`config.mk`:
```
export PLATFORM = sky130hd
export DESIGN_NAME = trace_cmd_sequencer
export DESIGN_NICKNAME = d
export VERILOG_FILES = /design/src/rtl/trace_cmd_sequencer.sv
export SDC_FILE = /design/constraint.sdc
export NUM_CORES = 1
export LEC_CHECK = 0
export CAP_MARGIN = 20
export CORE_ASPECT_RATIO = 1.25
export CORE_MARGIN = 2
export CORE_UTILIZATION = 25
export DETAILED_ROUTE_END_ITERATION = 10
export PLACE_DENSITY_LB_ADDON = 0.12
export SYNTH_ARGS = -nofsm -noshare
export SYNTH_HDL_FRONTEND = slang
export SYNTH_SLANG_ARGS = --single-unit
```
`constraint.sdc`:
```
create_clock -name clk -period 5.7 [get_ports clk]
set_input_delay 1.14 -clock clk [delete_from_list [all_inputs] [get_ports clk]]
set_output_delay 1.14 -clock clk [all_outputs]
set_load 0.01 [all_outputs]
```
`src/rtl/trace_cmd_sequencer.sv`:
```
// rtl/trace_cmd_sequencer.sv - trace command FIFO, decoder and issue sequencer for the cache-lookup stage
//
// Buffers raw trace commands, decodes each address into tag/set/offset and
// presents one command at a time to the downstream lookup stage.
//
// Ports:
//   clk, rst_n           clock (rising edge), asynchronous active-low reset
//   in_valid/in_ready    trace command handshake (in_ready = FIFO not full)
//   in_n, in_addr        trace opcode and byte address
//   instruction_o        decoded command {n[3:0], tag[11:0], set_index[13:0], byte_offset[5:0]}
//   out_valid/out_ready  downstream handshake for instruction_o
//   clear_o, print_o     one-cycle pulses for opcodes 8 and 9
//   busy                 FIFO non-empty or sequencer not idle
//   *_cnt                saturating per-type statistics

module trace_cmd_sequencer #(
    parameter int DEPTH       = 8,
    parameter int HOLD_CYCLES = 2,
    parameter int CNT_W       = 32
) (
    input  logic             clk,
    input  logic             rst_n,
    input  logic             in_valid,
    output logic             in_ready,
    input  logic [3:0]       in_n,
    input  logic [31:0]      in_addr,
    output logic [35:0]      instruction_o,
    output logic             out_valid,
    input  logic             out_ready,
    output logic             clear_o,
    output logic             print_o,
    output logic             busy,
    output logic [CNT_W-1:0] rd_cnt,
    output logic [CNT_W-1:0] wr_cnt,
    output logic [CNT_W-1:0] if_cnt,
    output logic [CNT_W-1:0] other_cnt,
    output logic [CNT_W-1:0] bad_cnt
);

    localparam int PTR_W = $clog2(DEPTH);
    localparam int HC_W  = $clog2(HOLD_CYCLES + 1);

    typedef enum logic [1:0] {
        IDLE,
        ISSUE,
        HOLD,
        SPECIAL
    } state_t;

    state_t            state;
    logic [HC_W-1:0]   hold_cnt;

    // FIFO storage: each entry is {opcode, address}
    logic [35:0]       mem [DEPTH];
    logic [PTR_W-1:0]  wr_ptr;
    logic [PTR_W-1:0]  rd_ptr;
    logic [PTR_W:0]    count;

    logic              push;
    logic              pop;
    logic [3:0]        head_n;
    logic [31:0]       head_addr;

    assign in_ready  = (count != (PTR_W + 1)'(DEPTH));
    assign push      = in_valid && in_ready;
    // Every entry is consumed from IDLE, including specials and illegal opcodes,
    // so FIFO order is preserved across all command kinds.
    assign pop       = (state == IDLE) && (count != '0);
    assign head_n    = mem[rd_ptr][35:32];
    assign head_addr = mem[rd_ptr][31:0];
    assign busy      = (count != '0) || (state != IDLE);

    function automatic logic [CNT_W-1:0] sat_inc(input logic [CNT_W-1:0] v);
        return (&v) ? v : v + 1'b1;
    endfunction

    always_ff @(posedge clk) begin
        if (push) begin
            mem[wr_ptr] <= {in_n, in_addr};
        end
    end

    // Pointers wrap naturally because DEPTH is a power of two.
    always_ff @(posedge clk or negedge rst_n) begin
        if (!rst_n) begin
            wr_ptr <= '0;
            rd_ptr <= '0;
            count  <= '0;
        end else begin
            if (push) begin
                wr_ptr <= wr_ptr + 1'b1;
            end
            if (pop) begin
                rd_ptr <= rd_ptr + 1'b1;
            end
            case ({push, pop})
                2'b10:   count <= count + 1'b1;
                2'b01:   count <= count - 1'b1;
                default: count <= count;
            endcase
        end
    end

    always_ff @(posedge clk or negedge rst_n) begin
        if (!rst_n) begin
            state         <= IDLE;
            hold_cnt      <= '0;
            instruction_o <= '0;
            out_valid     <= 1'b0;
            clear_o       <= 1'b0;
            print_o       <= 1'b0;
            rd_cnt        <= '0;
            wr_cnt        <= '0;
            if_cnt        <= '0;
            other_cnt     <= '0;
            bad_cnt       <= '0;
        end else begin
            case (state)
                IDLE: begin
                    if (count != '0) begin
                        if (head_n <= 4'd4) begin
                            instruction_o <= {head_n, head_addr[31:20], head_addr[19:6], head_addr[5:0]};
                            out_valid     <= 1'b1;
                            state         <= ISSUE;
                        end else if (head_n == 4'd8 || head_n == 4'd9) begin
                            clear_o <= (head_n == 4'd8);
                            print_o <= (head_n == 4'd9);
                            state   <= SPECIAL;
                        end else begin
                            // Illegal opcode: consumed and counted, instruction_o untouched.
                            bad_cnt <= sat_inc(bad_cnt);
                        end
                    end
                end
                ISSUE: begin
                    if (out_ready) begin
                        out_valid <= 1'b0;
                        case (instruction_o[35:32])
                            4'd0:    rd_cnt    <= sat_inc(rd_cnt);
                            4'd1:    wr_cnt    <= sat_inc(wr_cnt);
                            4'd2:    if_cnt    <= sat_inc(if_cnt);
                            default: other_cnt <= sat_inc(other_cnt);
                        endcase
                        if (HOLD_CYCLES == 1) begin
                            state <= IDLE;
                        end else begin
                            hold_cnt <= HC_W'(HOLD_CYCLES - 1);
                            state    <= HOLD;
                        end
                    end
                end
                HOLD: begin
                    // instruction_o stays put so the downstream stage's
                    // previous/current registers see a stable value.
                    hold_cnt <= hold_cnt - 1'b1;
                    if (hold_cnt <= HC_W'(1)) begin
                        state <= IDLE;
                    end
                end
                SPECIAL: begin
                    clear_o <= 1'b0;
                    print_o <= 1'b0;
                    state   <= IDLE;
                end
                default: begin
                    state <= IDLE;
                end
            endcase
        end
    end

endmodule

```
==> metrics.yaml <==
initial_core_util: 0.252
wl_per_cell_um: 19.5
synthFlopType: "edfxtp_1"
async_flop_share: 0.425
gr-usage-all-layers: 0.126
layout.nets: 1643
tns_ns: 0
fin_crit_sh: 0.601
most-common-layout-cells: "288 x edfxtp_1, 239 x clkdlybuf4s50_1, 210 x dfrtp_1"
antenna_found_initial: 5
cts_root_buf: "clkbuf_16"
required_ns: 6.18
drcViolationCount: 0
hold_viol_final: 0
netlist_instances: 1316
cts_resized: 0
p_per_area_mw_per_mm2: 439
setup_viol: 0
finClkSkew_ns: 0.0382
outcome: "completed"
slew_headroom: 0.348
dp_hpwl_mm: 32.5
drt_iter0_drc: 689
core-area_mm2: 0.0812
syn_avg_cell_area_um2: 15.6
final_common_cell: "edfxtp_1"
syn_area_mm2: 0.0205
hp-class: "reg -> reg"
cts.sinks: 501
synth_edf_count: 288
ant_nets: 0
io_pins: 241
yosysWarningCount: 0
grt_max_degree: 106
synth.distinct_cells: 62
place.port_buffers: 240
final_area_mm2: 0.0262
rr_startpoint: "rd_ptr[0]"
worstMarginPinSlew_ns: 0.976
drt_wl_total_mm: 52.9
holdCritStartpoint: "out_valid"
cp-startpoint: "rd_ptr[0]"
dr_wl_met3_mm: 2.80
layout-drive-gt1-share: 0.132
num_rows: 117
clock_latency_ns: 0.62
crit_path_start_kind: "flop"
synth-seq-cells: 501
worstPathArrival_ns: 3.91
rsz0062_at_grt: "no"
cts_buffer_depth: 3
seq_area_frac_synth: 0.682
finalMaxSlewViolations: 0
clkTransAtPathRegs_ns: 0.06
cp-end-kind: "flop"
die_w_um: 260
dpl_cell_area_mm2: 0.0242
first_pass_iters: 4
highest_layer: "met5"
final.min_clock_period_ns: 3.43
cts_tree: "yes"
cts_setup_buffers: 0
dr_wl_met2_mm: 26.2
cp_max_fo: 37
die_y_um: 324
cts_buffers: 56
detail_route.vias_per_cell: 4.41
grt_first_pass_wirelength_mm: 80.5
max_freq_ghz: 0.292
peakVddDrop_v: 0.000273
grt_pass1_vias: 12600
crit_type: "reg -> reg"
met1Wirelength_mm: 22.6
area_delta_synth_final_pct: 27.8
hold_buffers: 0
p_leak_nw: 9.54
utilization: 0.322
cts_max_level: 2
syn_nets: 1367
drv_cap: 0
place.gp.congestion: 0.724
die_area_mm2: 0.0842
grt_overflow: 0
vias: 11900
metal layers:
layer,vias to the layer above,track usage
met3,82,0.0279
met1,6075,0.155
met5,-,0
li1,5539,-
met4,8,0.0327
met2,244,0.221
power breakdown:
group / internal [mW] / leakage (nW) / switching (mW)
Combinational: 1.32 / 3.20 / 1.47
Sequential: 4.41 / 5.39 / 0.498
Clock: 2.27 / 0.952 / 1.53
Total: 8.01 / 9.54 / 3.50
state kept, by name, indices dropped and copies added, names as in the netlist:
register and count:
wr_cnt 32, state 2, hold_cnt 2, wr_ptr 3
mem 288, instruction_o 36, other_cnt 32, rd_ptr 3
clear_o 1, bad_cnt 32, count 4, if_cnt 32
rd_cnt 32, print_o 1, out_valid 1
area by class of cell:
type | instances | area [um^2]
sequential | 501 | 14000
multi-input combinational | 758 | 6290
tap | 1071 | 1340
clock buffer | 82 | 1640
inverter | 21 | 78.8
fill | 8037 | 55100
antenna | 1 | 2.50
clock inverter | 23 | 318
timing repair buffer | 254 | 2520
synth_stat cells (2+ instances only):
cell type	count	area share
a211oi_1	3	0.0011
a211oi_2	2	0.0012
a21oi_1	43	0.011
a31oi_1	4	0.0012
and2_1	7	0.0021
and3_1	17	0.0052
and4_1	20	0.0086
buf_1	3	0.00055
buf_2	17	0.0042
buf_4	4	0.0015
buf_6	2	0.0011
clkbuf_1	10	0.0018
dfrtp_1	213	0.26
edfxtp_1	288	0.42
ha_1	11	0.0067
inv_1	20	0.0037
mux2_2	8	0.0044
mux2i_1	34	0.017
mux2i_2	2	0.0013
mux4_2	72	0.079
nand2_1	86	0.016
nand2b_1	3	0.00092
nand3_1	51	0.012
nand4_1	51	0.016
nand4b_1	2	0.00086
nor2_1	74	0.014
nor2b_1	6	0.0018
nor3_1	36	0.0088
nor3_2	2	0.00098
nor3b_1	3	0.0011
nor4_1	21	0.0064
nor4_2	2	0.0012
nor4b_1	3	0.0013
o211ai_1	2	0.00073
o21ai_0	3	0.00073
or3_1	4	0.0012
or3_4	2	0.0011
xnor2_1	99	0.042
xor2_1	63	0.027
metrics by stage:
step	power, mW	cells	hold WS, ns	setup slack [ns]
finish	11.5	2711	0.482	2.27
global placement	7.88	2605	0.466	2.01
global route	12.2	2711	0.498	1.93
CTS	11.8	2710	0.482	2.18
floorplan	6.70	1316	0.478	0.0449
detailed placement	7.91	2605	0.468	2.04
critical path, cell delays in order, from the launching register on:
cell and delay, ns:
dfrtp_4 0.95, mux4_2 0.58, mux2i_1 0.52, o21ai_2 0.14, nand4_1 0.73, nor3_1 0.16, xor2_1 0.18
logic make-up (layout without fill, tap and decap cells):
logic type      Yosys count  in the layout  share of synthesized area
compound gates           65             65                     0.0191
other cells               0              1                          0
fa+ha+maj                11             11                    0.00672
buf+inv                  57            380                     0.0130
flops                   501            501                      0.682
mux                     118            118                      0.103
simple gates            402            402                      0.106
xor+xnor                162            162                     0.0693
worst paths after layout:
kind	depth (start not counted)	to	slack, ns
setup / recovery	6	bad_cnt[29]	2.27
hold / removal	1	out_valid	0.48
setup reg to reg	6	bad_cnt[29]	2.27
hold reg to reg	1	out_valid	0.48
max in group asynchronous	2	if_cnt[0]	4.03
min in group asynchronous	1	other_cnt[7]	0.55
Power figures use the tool's default switching activity.
